===== src/rtl/instr_feeder.sv =====
// Instruction-stream initiator: steps a small loadable program buffer into the processor one word at a time.
// Optional watchdog (Err/ERR state) is compiled in when the WATCHDOG_EN macro is defined.
module instr_feeder #(
    parameter int         DATA_W  = 16,
    parameter int         ADDR_W  = 4,
    parameter logic [2:0] MVI_OPC = 3'b001,
    parameter int         TIMEOUT = 64
) (
    input  logic              Clock,
    input  logic              Resetn,
    input  logic              Load_we,
    input  logic [ADDR_W-1:0] Load_addr,
    input  logic [DATA_W-1:0] Load_data,
    input  logic [ADDR_W:0]   Len,
    input  logic              Start,
    input  logic              Done,
    output logic [DATA_W-1:0] DIN,
    output logic              Run,
    output logic              Busy,
    output logic              Finished,
    output logic [ADDR_W-1:0] PC,
    output logic              Err
);

    localparam int DEPTH = 2 ** ADDR_W;
    localparam int PC_W  = ADDR_W + 1;

    if (DATA_W < 9) begin : g_bad_data_w
        $error("DATA_W must be at least 9 to hold the opcode field");
    end
    if (TIMEOUT < 1) begin : g_bad_timeout
        $error("TIMEOUT must be at least 1");
    end

    typedef enum logic [2:0] {
        S_IDLE  = 3'd0,
        S_ISSUE = 3'd1,
        S_IMM   = 3'd2,
        S_WAIT  = 3'd3,
        S_END   = 3'd4,
        S_ERR   = 3'd5
    } state_t;

    state_t            state_q, state_d;
    logic [PC_W-1:0]   pc_q, pc_d;
    logic [PC_W-1:0]   len_q, len_d;
    logic              start_q;
    logic              run_q;
    logic              start_edge;
    logic              wd_trip;
    logic              busy;

    logic [DATA_W-1:0] mem_q [DEPTH];
    logic [ADDR_W-1:0] pc_addr;
    logic [ADDR_W-1:0] imm_addr;
    logic [DATA_W-1:0] cur_word;
    logic [PC_W-1:0]   pc_step;

    assign start_edge = Start & ~start_q;
    assign busy       = (state_q == S_ISSUE) || (state_q == S_IMM) || (state_q == S_WAIT);

    // Low ADDR_W bits address the buffer, so an mvi in the last slot wraps to word 0 for its immediate.
    assign pc_addr  = pc_q[ADDR_W-1:0];
    assign imm_addr = pc_addr + 1'b1;
    assign cur_word = mem_q[pc_addr];
    assign pc_step  = (state_q == S_IMM) ? PC_W'(2) : PC_W'(1);

    always_ff @(posedge Clock) begin
        if (Load_we && !busy) begin
            mem_q[Load_addr] <= Load_data;
        end
    end

`ifdef WATCHDOG_EN
    localparam int CNT_W = $clog2(TIMEOUT + 1);

    logic [CNT_W-1:0] cnt_q, cnt_d;

    // IMM/WAIT are only ever entered from ISSUE, so the counter is already zero on entry.
    always_comb begin
        cnt_d = '0;
        if ((state_q == S_IMM) || (state_q == S_WAIT)) begin
            cnt_d = cnt_q + 1'b1;
        end
    end

    always_ff @(posedge Clock or negedge Resetn) begin
        if (!Resetn) begin
            cnt_q <= '0;
        end else begin
            cnt_q <= cnt_d;
        end
    end

    assign wd_trip = ((state_q == S_IMM) || (state_q == S_WAIT)) && (cnt_q == CNT_W'(TIMEOUT - 1));
    assign Err     = (state_q == S_ERR);
`else
    assign wd_trip = 1'b0;
    assign Err     = 1'b0;
`endif

    always_comb begin
        state_d = state_q;
        pc_d    = pc_q;
        len_d   = len_q;
        case (state_q)
            S_IDLE, S_END, S_ERR: begin
                if (start_edge) begin
                    len_d   = Len;
                    pc_d    = '0;
                    state_d = (Len == '0) ? S_END : S_ISSUE;
                end
            end
            S_ISSUE: begin
                state_d = (cur_word[8:6] == MVI_OPC) ? S_IMM : S_WAIT;
            end
            S_IMM, S_WAIT: begin
                if (Done) begin
                    pc_d    = pc_q + pc_step;
                    state_d = (pc_d >= len_q) ? S_END : S_ISSUE;
                end else if (wd_trip) begin
                    state_d = S_ERR;
                end
            end
            default: begin
                state_d = S_IDLE;
            end
        endcase
    end

    // Run comes straight from a flop so it cannot glitch on a multi-bit state change.
    always_ff @(posedge Clock or negedge Resetn) begin
        if (!Resetn) begin
            state_q <= S_IDLE;
            pc_q    <= '0;
            len_q   <= '0;
            start_q <= 1'b0;
            run_q   <= 1'b0;
        end else begin
            state_q <= state_d;
            pc_q    <= pc_d;
            len_q   <= len_d;
            start_q <= Start;
            run_q   <= (state_d == S_ISSUE);
        end
    end

    always_comb begin
        DIN = '0;
        case (state_q)
            S_ISSUE, S_WAIT: DIN = cur_word;
            S_IMM:           DIN = mem_q[imm_addr];
            default:         DIN = '0;
        endcase
    end

    assign Run      = run_q;
    assign Busy     = busy;
    assign Finished = (state_q == S_END);
    assign PC       = pc_addr;

endmodule

===== config.mk =====
export PLATFORM = sky130hd
export DESIGN_NAME = instr_feeder
export DESIGN_NICKNAME = d
export VERILOG_FILES = /design/src/rtl/instr_feeder.sv
export SDC_FILE = /design/constraint.sdc
export NUM_CORES = 1
export LEC_CHECK = 0
export CAP_MARGIN = 0
export CORE_UTILIZATION = 43
export DETAILED_ROUTE_END_ITERATION = 12
export SLEW_MARGIN = 5
export SYNTH_ARGS = -nofsm -noshare
export SYNTH_HDL_FRONTEND = slang
export SYNTH_SLANG_ARGS = --single-unit

===== constraint.sdc =====
create_clock -name Clock -period 6.9 [get_ports Clock]
set_clock_uncertainty 0.15 [all_clocks]
set_input_delay 1.035 -clock Clock [delete_from_list [all_inputs] [get_ports Clock]]
set_output_delay 1.035 -clock Clock [all_outputs]
set_load 0.05 [all_outputs]

==> out/metrics.yaml, run 1 <==
run_status:
  status: "finished clean"
placed_design:
  dp_hpwl_um: 17500
  port_buffers: 52
  pre_cts_slack_ns: 1.845
  postPlaceCellArea_um2: 14070
  gp_congestion: 0.7719
critical_path:
  worstPathMaxFanout: 64
  crit_slowest_cell: "dfrtp_4"
  worstReg2RegStart: "state_q[1]"
  critPathArrivalTime_ns: 4.40
  critPathKind: "flip-flop to output port"
  crit_family: "flip-flops"
  critPathMaxStageDelay_ns: 0.98
  cp-start-kind: "flip-flop"
  worstSetupEndpointType: "output port"
  r2r_slack_ns: 3.01
  critical_path.cell_chain: "ha_4, mux4_2, and2_1, a211oi_1, o31ai_1, clkdlybuf4s50_1"
  r2r_cells: 11
  crit_required_ns: 5.71
  r2r_end: "Run"
  cp_num_buf_inv: 1
clocking:
  numCtsBuffers: 28
  clk_latency_ns: 0.54
  cts_num_sinks: 271
  cts.clk_slew.worst_paths_ns: 0.06
  ctsHtreeMaxLevel: 1
  clock_path_buffers: 3
  cts_tree: "done"
  ctsHoldBuffers: 0
  cts_setup_buffers: 0
  cts_resized: 0
  clockRootBuffer: "clkbuf_16"
global_routing:
  antenna_found_initial: 0
  grt-ovfl-total: 0
  grt_pass1_vias: 7243
  gr-usage-all-layers: 0.2078
  grt_max_degree: 65
  grt_pass1_wl_um: 46730
floorplanning:
  io_pins: 54
  die_h_um: 176.5
  start_util: 0.4394
  dieArea_um2: 31150
  die_w_um: 176.5
  core_area_um2: 29800
  row_count: 63
synthesis:
  synth_cells: 680
  synth.area.top_cells: "edfxtp_1 59%, mux4_2 15%, mux4_1 9.2%"
  yosys.area.top_type: "edfxtp_1"
  ys_ff_latch: 271
  syn-cell-area_um2: 13090
  post-synth-top-count-cell: "edfxtp_1"
  ys_seq_area_frac: 0.6158
  synth_fp_nets: 719
  synth.avg_cell_area_um2: 19.25
  synth_edf_count: 256
  async_reset_ff_frac: 0.05535
  ys_warn_count: 0
  ys.flop_type: "edfxtp_1"
  yosysUniqueCellTypes: 54
  synth_top_area_share: 0.5872
  ys_top_cells_by_count: "256 x edfxtp_1, 89 x mux4_2, 56 x nand2_1"
power:
  p_leak_nw: 5.000
  total_power_mw: 6.428
  power.density_nw_per_um2: 429.2
  ir_drop_mv: 0.3128
timing:
  tns_ns: 0
  post-route-period-util: 0.8101
  tightest_slew_ns: 1.076
  rsz0062_at_grt: "no"
  fin_crit_ns: 5.590
  setup_violations: 0
  hold_violations: 0
  max_freq_ghz: 0.1789
  drv_slew: 0
  maxSlewHeadroom: 0.2827
  fin_ws_ns: 1.310
run:
  max_cap_viol_count: 0
layout:
  nNetsFinal: 771
  fin_util: 0.5026
  fin_area_um2: 14980
  drive_above_1_share: 0.2367
  diodes: 0
  syn2layout_area_growth_pct: 14.39
routing:
  drt-total-wl_um: 31480
  vias: 7041
  dr.pass1.iters: 6
  ant_nets: 0
  drt_iter0_drc: 634
  wl_per_cell_um: 27.56
  routed_via_density: 6.165
  drc_errors: 0
min_path:
  hold_path.class: "flip-flop to flip-flop"
  min-delay-start: "len_q[0]"
  hold_end: "len_q[0]"
  whs_path_depth: 1
-- layout by cell type (no fill, tap or decap), types with 3 or more instances in the layout --
cell,instances
a21oi_1,3
mux4_2,89
bufinv_16,3
nor3_2,4
a221oi_1,7
clkinv_2,7
inv_1,8
mux2i_1,38
clkinv_1,6
nand3_1,4
ha_1,7
nor2_4,4
nand2_1,56
nand2b_1,5
nor2_2,8
clkdlybuf4s50_1,52
o21ai_0,12
edfxtp_1,256
or3_1,3
clkbuf_16,29
nor2_1,3
mux4_1,46
dfrtp_1,13
buf_4,20
a32o_1,13
-- kinds of logic after synthesis --
kind of cell             count (synthesis)  synth area share
flip-flops                             271            0.6158
multiplexers                           174            0.2753
AND/OR/NAND/NOR                        103           0.03555
buffers and inverters                   59           0.02676
AO/OA/AOI/OAI                           57           0.03306
adder cells (fa/ha/maj)                  9          0.009175
XOR/XNOR                                 6          0.004014
other                                    1         0.0002864
-- report_power, final --
group          switching, mW  internal, mW
Sequential             0.142          1.87
Clock                  0.622         0.874
Combinational           1.59          1.33
-- metal layers --
metal	up-vias	routed length [um]	track usage	share of wire
met5	-	0	0	0
met2	237	15550	0.3464	0.49
li1	3011	-	-	-
met1	3746	13340	0.2870	0.42
met4	0	703	0.05280	0.022
met3	47	1881	0.03079	0.060
-- through the flow --
stage               std cells  hold WS, ns
finish                   1142       0.3861
global route             1142       0.3932
CTS                      1142       0.3796
detailed placement       1092       0.3581
global placement         1092       0.3606
floorplan                 680       0.3375
-- worst max-delay path by stage --
stage                  from  endpoint  slack [ns]  cells after the start
floorplan           pc_q[1]    DIN[7]        2.95                      6
CTS                 pc_q[0]    DIN[7]        1.24                      6
detailed placement  pc_q[0]    DIN[7]        1.85                      6
finish              pc_q[0]    DIN[7]        1.31                      6
global placement    pc_q[0]    DIN[7]        1.88                      6
global route        pc_q[0]    DIN[8]        1.05                      7
-- registers in the layout (all words and copies together), names as in the netlist --
register,cells
pc_q,5
state_q,3
Run,1
len_q,5
mem_q,256
start_q,1
-- final cells by class --
type                    instances  area (um2)
clock buffers                  31       733.2
fillers                      2375       14820
inverters                       9       33.78
flip-flops and latches        271        8070
well taps                     390       488.0
repair buffers                 72       670.6
clock inverters                19       173.9
multi-input cells             350        4807
Power figures use the tool's default switching activity.
==> run 2, diff against run 1 <==
==> constraint.sdc (replaced) <==
create_clock -name Clock -period 4.8 [get_ports Clock]
set_clock_uncertainty 0.15 [all_clocks]
set_input_delay 0.72 -clock Clock [delete_from_list [all_inputs] [get_ports Clock]]
set_output_delay 0.72 -clock Clock [all_outputs]
set_load 0.05 [all_outputs]
==> out/metrics.yaml, run 2 (synthesized netlist as in run 1, its figures left out) <==
run_status:
  status: "finished clean"  # unchanged
clocking:
  numCtsBuffers: 28  # unchanged
  clk_latency_ns: 0.55  # was 0.54 ns
  ctsHoldBuffers: 0  # unchanged
  ctsHtreeMaxLevel: 1  # unchanged
  clockRootBuffer: "clkbuf_16"  # unchanged
  cts.clk_slew.worst_paths_ns: 0.06  # about the same
  cts_tree: "done"  # unchanged
  clock_path_buffers: 3  # unchanged
  cts_num_sinks: 271  # unchanged
floorplanning:
  start_util: 0.4394  # unchanged
  core_area_um2: 29800  # unchanged
  die_w_um: 176.5  # unchanged
  io_pins: 54  # unchanged
  row_count: 63  # unchanged
  dieArea_um2: 31150  # unchanged
  die_h_um: 176.5  # unchanged
timing:
  drv_slew: 0  # unchanged
  maxSlewHeadroom: 0.3966  # was 0.2827
  fin_crit_ns: 4.612
  tns_ns: 0  # unchanged
  max_freq_ghz: 0.2168
  tightest_slew_ns: 0.9030  # was 1.076 ns
  hold_violations: 0  # unchanged
  setup_violations: 0  # unchanged
  holdWs_ns: 0.4012  # was 0.3861 ns
  post-route-period-util: 0.9609
  rsz0062_at_grt: "no"  # unchanged
min_path:
  hold_path.class: "flip-flop to flip-flop"  # unchanged
  min-delay-start: "pc_q[4]"  # was len_q[0]
routing:
  drt-total-wl_um: 31800  # was 31480 um
  routed_via_density: 6.180  # was 6.165
  ant_nets: 0  # unchanged
  dr.pass1.iters: 5  # was 6
  drt_iter0_drc: 517  # was 634
  drc_errors: 0  # unchanged
  wl_per_cell_um: 27.56  # about the same
  vias: 7132  # was 7041
critical_path:
  crit_required_ns: 3.93  # was 5.71 ns
  worstSetupEndpointType: "output port"  # unchanged
  critPathKind: "flip-flop to output port"  # unchanged
  cp_num_buf_inv: 2  # was 1
  crit_slowest_cell: "buf_4"  # was dfrtp_4
  critPathMaxStageDelay_ns: 0.75  # was 0.98 ns
  cp-start-kind: "flip-flop"  # unchanged
  critical_path.cell_chain: "buf_4, mux4_2, a221oi_1, o22ai_1, clkdlybuf4s50_1"  # was ha_4, mux4_2, and2_1, a211oi_1, o31ai_1, clkdlybuf4s50_1
  critPathArrivalTime_ns: 3.74  # was 4.40 ns
  r2r_slack_ns: 1.32  # was 3.01 ns
  worstReg2RegStart: "state_q[1]"  # unchanged
  cp-startpoint: "pc_q[1]"  # was pc_q[0]
  worstPathMaxFanout: 46  # was 64
  crit_family: "buffers and inverters"  # was flip-flops
layout:
  nNetsFinal: 781  # was 771
  largest_register_ffs: 256  # unchanged
  diodes: 0  # unchanged
  syn2layout_area_growth_pct: 15.33  # was 14.39%
  top_regs: "mem_q: 256 flops, len_q: 5 flops, pc_q: 5 flops"  # unchanged
  final_common_cell: "edfxtp_1"  # unchanged
  mostFrequentLayoutCells: "256 x edfxtp_1, 89 x mux4_2, 56 x nand2_1, 46 x mux4_1, 42 x buf_4"  # was 256 x edfxtp_1, 89 x mux4_2, 56 x nand2_1, 52 x clkdlybuf4s50_1, 46 x mux4_1
  largest_register: "mem_q"  # unchanged
  drive_above_1_share: 0.2683  # was 0.2367
  fin_util: 0.5068  # was 0.5026
power:
  p_int_mw: 6.025  # was 4.077 mW
  switchingPower_mw: 3.423  # was 2.352 mW
  pwr-share-clk: 0.245  # was 0.233
  combPwrFrac: 0.456  # was 0.454
  ir_drop_mv: 0.2928  # was 0.3128 mV
  switching_share: 0.3623  # was 0.3658
  p_leak_nw: 5.105  # was 5.000 nW
  power.density_nw_per_um2: 625.7  # was 429.2 nW/um2
  p_seq_frac: 0.299  # was 0.313
global_routing:
  grt_pass1_wl_um: 47490  # was 46730 um
  antenna_found_initial: 0  # unchanged
  gr-usage-all-layers: 0.2108  # was 0.2078
  grt_pass1_vias: 7386  # was 7243
  grt_max_degree: 51  # was 65
  grt-ovfl-total: 0  # unchanged
placed_design:
  gp_congestion: 0.8193  # was 0.7719
  port_buffers: 52  # unchanged
  dp_hpwl_um: 18970  # was 17500 um
run:
  max_cap_viol_count: 0  # unchanged
## run 2: metrics by stage
step           cell area, um2  std cells  setup slack, ns  power [mW]
2_1_floorplan           13090        680            1.164       6.081
3_3_place_gp            14090       1102           0.6994       7.150
3_5_place_dp            14090       1102           0.7256       7.178
4_1_cts                 15090       1154           0.1381       9.520
5_1_grt                 15100       1154         0.004942       9.861
6_report                15100       1154           0.1878       9.447
## run 2: path summary, 6_finish.rpt
path	endpoint	depth (start not counted)
min	pc_q[4]	2
max	DIN[8]	5
max reg2reg	Run	11
min in group asynchronous	len_q[0]	1
max in group asynchronous	pc_q[0]	1
min reg2reg	pc_q[4]	2
## run 2: routing by layer
layer	up-vias	track usage	share of wire
li1	3044	-	-
met5	-	0	0
met3	56	0.03036	0.056
met4	0	0.05855	0.023
met2	237	0.3605	0.51
met1	3795	0.2814	0.41
## run 2: final cells by class
cell class | count | area (um2)
Sequential cell | 271 | 8070
Fill cell | 2413 | 14700
Clock buffer | 29 | 725.7
Inverter | 9 | 33.78
Clock inverter | 23 | 270.3
Timing Repair Buffer | 82 | 715.7
Tap cell | 390 | 488.0
Multi-Input combinational cell | 350 | 4796
## run 2: tightest hold or removal path, delay by kind of cell (launching register included)
family             cells  cell delay (ns)
AOI/OAI and AO/OA      1             0.06
and+or+nand+nor        1             0.06
DFF                    1             0.39
## run 2: timing repair
item | in CTS | in global routing
buffers inserted | 0 | 0
endpoints found under the setup margin | 0 | 1
gates resized for setup | 0 | 1
## run 2: power by group through the flow
stage / logic (mW) / clock network (mW) / registers, mW
2_1_floorplan: 3.30 / 0 / 2.78
3_3_place_gp: 4.29 / 0 / 2.86
3_5_place_dp: 4.31 / 0 / 2.87
4_1_cts: 4.35 / 2.35 / 2.82
5_1_grt: 4.59 / 2.43 / 2.84
6_report: 4.31 / 2.31 / 2.82
